$ cat src/rtl/fifo_16x32_sync.sv
// 16-entry x 32-bit synchronous FIFO with first-word fall-through read,
// threshold flags and sticky overflow/underflow error flags.
module fifo_16x32_sync #(
  parameter int unsigned ALMOST_FULL_LEVEL  = 12,
  parameter int unsigned ALMOST_EMPTY_LEVEL = 2
) (
  input  logic        clock,
  input  logic        resetN,
  input  logic        flush,
  input  logic        pushValid,
  input  logic [31:0] pushData,
  output logic        pushReady,
  output logic        popValid,
  output logic [31:0] popData,
  input  logic        popReady,
  output logic [4:0]  count,
  output logic        almostFull,
  output logic        almostEmpty,
  output logic        overflow,
  output logic        underflow
);

  logic [31:0] mem [16];
  logic [4:0]  writePtr;
  logic [4:0]  readPtr;
  logic        full;
  logic        empty;
  logic        doPush;
  logic        doPop;

  // Address bits equal with differing wrap bit means the write side lapped the read side.
  always_comb begin
    empty = (writePtr == readPtr);
    full  = (writePtr[3:0] == readPtr[3:0]) && (writePtr[4] != readPtr[4]);
  end

  always_comb begin
    pushReady   = !full;
    popValid    = !empty;
    popData     = mem[readPtr[3:0]];
    doPush      = pushValid && !full && !flush;
    doPop       = popReady && !empty && !flush;
    almostFull  = (32'(count) >= ALMOST_FULL_LEVEL);
    almostEmpty = (32'(count) <= ALMOST_EMPTY_LEVEL);
  end

  // Storage is never cleared; reset only makes old entries unreachable.
  always_ff @(posedge clock) begin
    if (resetN && doPush) begin
      mem[writePtr[3:0]] <= pushData;
    end
  end

  always_ff @(posedge clock) begin
    if (!resetN || flush) begin
      writePtr  <= 5'd0;
      readPtr   <= 5'd0;
      count     <= 5'd0;
      overflow  <= 1'b0;
      underflow <= 1'b0;
    end else begin
      if (doPush) begin
        writePtr <= writePtr + 5'd1;
      end
      if (doPop) begin
        readPtr <= readPtr + 5'd1;
      end
      unique case ({doPush, doPop})
        2'b10:   count <= count + 5'd1;
        2'b01:   count <= count - 5'd1;
        default: count <= count;
      endcase
      if (pushValid && full) begin
        overflow <= 1'b1;
      end
      if (popReady && empty) begin
        underflow <= 1'b1;
      end
    end
  end

endmodule

$ cat config.mk
export PLATFORM = sky130hd
export DESIGN_NAME = fifo_16x32_sync
export DESIGN_NICKNAME = d
export VERILOG_FILES = /design/src/rtl/fifo_16x32_sync.sv
export SDC_FILE = /design/constraint.sdc
export NUM_CORES = 1
export LEC_CHECK = 0
export CORE_ASPECT_RATIO = 0.5
export CORE_UTILIZATION = 38
export CTS_CLUSTER_DIAMETER = 100
export DETAILED_ROUTE_END_ITERATION = 10
export GPL_ROUTABILITY_DRIVEN = 1
export SYNTH_ARGS = -nofsm -noshare
export SYNTH_HDL_FRONTEND = slang
export SYNTH_SLANG_ARGS = --single-unit
$ cat constraint.sdc
create_clock -name clock -period 5.24 [get_ports clock]
set_input_delay 1.048 -clock clock [delete_from_list [all_inputs] [get_ports clock]]
set_output_delay 1.048 -clock clock [all_outputs]
set_load 0.01 [all_outputs]
==> flow_summary.rst <==
.. list-table::
   :header-rows: 1

   * - Metric
     - Value
   * - Slew at the pin closest to its max-slew limit
     - between 1000 and 1500 ps
   * - Mean Syn Cell Area
     - 24.4 um2
   * - Overall die height
     - 167 um
   * - Count of state elements after synthesis
     - 533
   * - Cell type with the highest aggregate area in the netlist
     - sky130_fd_sc_hd__edfxtp_1
   * - Period utilisation layout
     - 0.841
   * - Proportion of netlist area held by the largest area contributor
     - 0.739
   * - Critical path type
     - reg -> out
   * - Fmax achieved
     - approximately 230 MHz
   * - First-pass DRT Iterations
     - 5
   * - Synthesized cell area
     - around 21000 um2
   * - Full die area
     - roughly 56000 um2
   * - Kind of end point of the critical path
     - output port
   * - Synthesis-to-finish area growth
     - 15.2%
   * - Count of maximum capacitance violations
     - 0
   * - Effective utilization at floorplan
     - 0.386
   * - Final GP Congestion
     - between 0.7 and 0.8
   * - RSZ-0062 raised after global routing
     - false
   * - Final Total Pwr
     - 0.00844 W
   * - Fraction of registers with async set or reset after synthesis
     - 0
   * - Maximum number of pins on one net before global-route repair
     - 53
   * - Buffer depth of the longest clock path
     - 3
   * - Initial antenna violation count
     - 0
   * - Std-Cell Rows
     - 60
   * - Global-route congestion overflow total
     - 0
   * - CTS Sinks
     - about 530
   * - Die W
     - roughly 330 um
   * - Clock tree from TritonCTS
     - built
   * - HP Class
     - reg -> reg
   * - Total routing usage reported by global routing
     - 0.156
   * - Half-perimeter wire length after placement
     - 22.7 mm
   * - Share of post-route cells with drive strength above 1
     - 0.240
   * - Setup_tns
     - 0 ps
   * - Iteration-0 DRC Markers
     - 792
   * - Post-Route WL
     - around 43 mm
   * - Max-slew violation total from the final report
     - 0
   * - Count of boundary I/O pins
     - 80
   * - Most used flip-flop cell after synthesis
     - sky130_fd_sc_hd__edfxtp_1
   * - Standard cell core area
     - about 54000 um2
   * - Clock Pin Slew Worst Setup and Hold Paths
     - ~60 ps
   * - Share of the core filled with cells in the final layout
     - 0.445
   * - Non-filler instance count after layout
     - 1726
   * - Number of buffers inserted to repair setup after CTS
     - 0
   * - EDFF count, synth
     - between 500 and 600
   * - Setup violation total in the final timing report
     - 0
   * - Leading cell type by number of instances after synthesis
     - sky130_fd_sc_hd__edfxtp_1
   * - Number of placed cells counting well taps
     - 1636
   * - Count of unique library cells instantiated by Yosys
     - 32
   * - Synth cell count leaders
     - sky130_fd_sc_hd__edfxtp_1, sky130_fd_sc_hd__mux4_2, sky130_fd_sc_hd__mux4_1
   * - Count of input and output buffers
     - 79
   * - Top post-synthesis cells by area
     - sky130_fd_sc_hd__edfxtp_1, sky130_fd_sc_hd__mux4_2, sky130_fd_sc_hd__mux4_1
   * - Clock insertion delay at the later pin of the skew report
     - between 500 and 600 ps
   * - Sequential fraction of the synthesis area
     - 0.759
   * - H-Tree Depth
     - 2
   * - Total via count after detailed routing
     - 9189
   * - Reported leakage power
     - 7.39 nW
   * - Ratio of routed vias to standard cells
     - about 5.3
   * - Worst clock skew on the final layout
     - between 15 and 20 ps
   * - Wire length of the first global-routing pass
     - between 60 and 70 mm
   * - Antenna Violating Nets Remaining
     - 0
   * - Number of warnings printed during yosys synthesis
     - 0
   * - Fin. Hold Viols
     - 0
   * - CP Data Required Time
     - between 4000 and 5000 ps
   * - Power density relative to cell area
     - between 300 and 400 nW/um2
   * - Number of inserted filler cells in the final layout
     - ~4500
   * - Relative max-transition margin
     - 0.257
   * - Buffer type at the clock tree root
     - sky130_fd_sc_hd__clkbuf_16
   * - Vias in the first global route
     - 9957
   * - Number of buffers created by CTS
     - 49
   * - Count of hold-fix buffers inserted at cts
     - 0
   * - Minimum setup slack after placement
     - between 1000 and 1500 ps
   * - Worst VDD drop
     - roughly 200 uV
   * - Final nets
     - slightly above 1000
   * - Antenna Diode Count
     - 0
   * - Status
     - complete, no violations
   * - Final WS setup
     - ~830 ps
   * - Critical path arrival
     - 3360 ps
   * - Kind of start point of the critical path
     - register
   * - Time the final worst path needs with I/O delays and setup
     - 4410 ps
   * - Count of unresolved DRC violations after routing
     - 0
   * - Net count after synthesis
     - 901
   * - Biggest fanout along the worst timing path
     - 30
   * - Cts repair resizes
     - 0
   * - Post-synthesis instance total
     - between 800 and 900
   * - Post-DR wirelength/cell
     - 24.9 um
per-stage QoR:
stage | cell area (um2) | hold slack [ps]
6_report | 24000 | 485
3_3_place_gp | 22400 | 449
3_5_place_dp | 22400 | 471
5_1_grt | 24000 | 500
4_1_cts | 24000 | 485
2_1_floorplan | 20800 | 476
registers in the layout, indices dropped and copies added (netlist names), named ones only:
| signal | cells |
|---|---|
| underflow | 1 |
| overflow | 1 |
| readPtr | 5 |
| count | 5 |
| writePtr | 5 |
| mem | 512 |
worst max-delay path, cell delays in order, from the launching register on:
cell and delay [ps]:
sky130_fd_sc_hd__dfxtp_4 750, sky130_fd_sc_hd__buf_4 420, sky130_fd_sc_hd__mux4_1 590, sky130_fd_sc_hd__mux4_2 480
sky130_fd_sc_hd__clkdlybuf4s50_1 520
kinds of logic (layout without fill, tap and decap cells):
group | after synthesis | count (layout) | share of synthesized area
flops | 533 | 533 | 0.759
mux | 168 | 168 | 0.184
simple gates | 59 | 59 | 0.0151
buf+inv | 44 | 203 | 0.0218
compound gates | 31 | 31 | 0.0103
fa+ha+maj | 10 | 10 | 0.00637
xor+xnor | 9 | 9 | 0.00379
power by group:
group	leakage [nW]	total (W)	internal (W)	switching, W
sequential	4.78	0.00468	0.00468	0.00000780
combinational	1.84	0.000206	0.0000938	0.000112
clock	0.774	0.00355	0.00202	0.00153
total	7.39	0.00844	0.00679	0.00165
metal layers:
metal  up-vias  wire, um  GRT usage
met3        54      1730     0.0249
met1      5002     19000      0.215
met5         -         0          0
met4         0       720     0.0367
li1       3954         -          -
met2       179     21500      0.262
layout make-up:
cell class                 count  area [um2]  area share
sequential                   533       15800       0.659
timing repair buffer         111        1110      0.0461
tap                          713         892      0.0372
inverter                       2        7.51    0.000313
clock buffer                  59        1260      0.0527
multi-input combinational    277        4590       0.191
clock inverter                31         323      0.0135
path summary, 6_finish.rpt:
| path | startpoint | to | slack [ps] | cells after the start |
|---|---|---|---|---|
| worst max-delay path | register | popData[9] | 830 | 4 |
| worst min-delay path | underflow$_SDFFE_PP0P_ | underflow$_SDFFE_PP0P_ | 480 | 2 |
| worst max register to register | writePtr[1]$_SDFFE_PP0P_ | count[4]$_SDFFE_PP0P_ | 1650 | 10 |
| worst min register to register | underflow$_SDFFE_PP0P_ | underflow$_SDFFE_PP0P_ | 480 | 2 |
placed cells by master (no fill, tap or decap), types with 7 or more instances in the layout:
cell,n
sky130_fd_sc_hd__a21oi_1,10
sky130_fd_sc_hd__clkinv_1,12
sky130_fd_sc_hd__clkbuf_16,49
sky130_fd_sc_hd__clkbuf_1,10
sky130_fd_sc_hd__clkinv_2,8
sky130_fd_sc_hd__dfxtp_1,17
sky130_fd_sc_hd__and3_2,16
sky130_fd_sc_hd__nand2_1,19
sky130_fd_sc_hd__buf_4,26
sky130_fd_sc_hd__clkdlybuf4s50_1,79
sky130_fd_sc_hd__mux2i_1,8
sky130_fd_sc_hd__ha_1,9
sky130_fd_sc_hd__mux4_1,38
sky130_fd_sc_hd__xor2_1,7
sky130_fd_sc_hd__edfxtp_1,512
sky130_fd_sc_hd__nor2_1,8
sky130_fd_sc_hd__mux4_2,122
No activity file was read; power rests on OpenSTA's default activity.
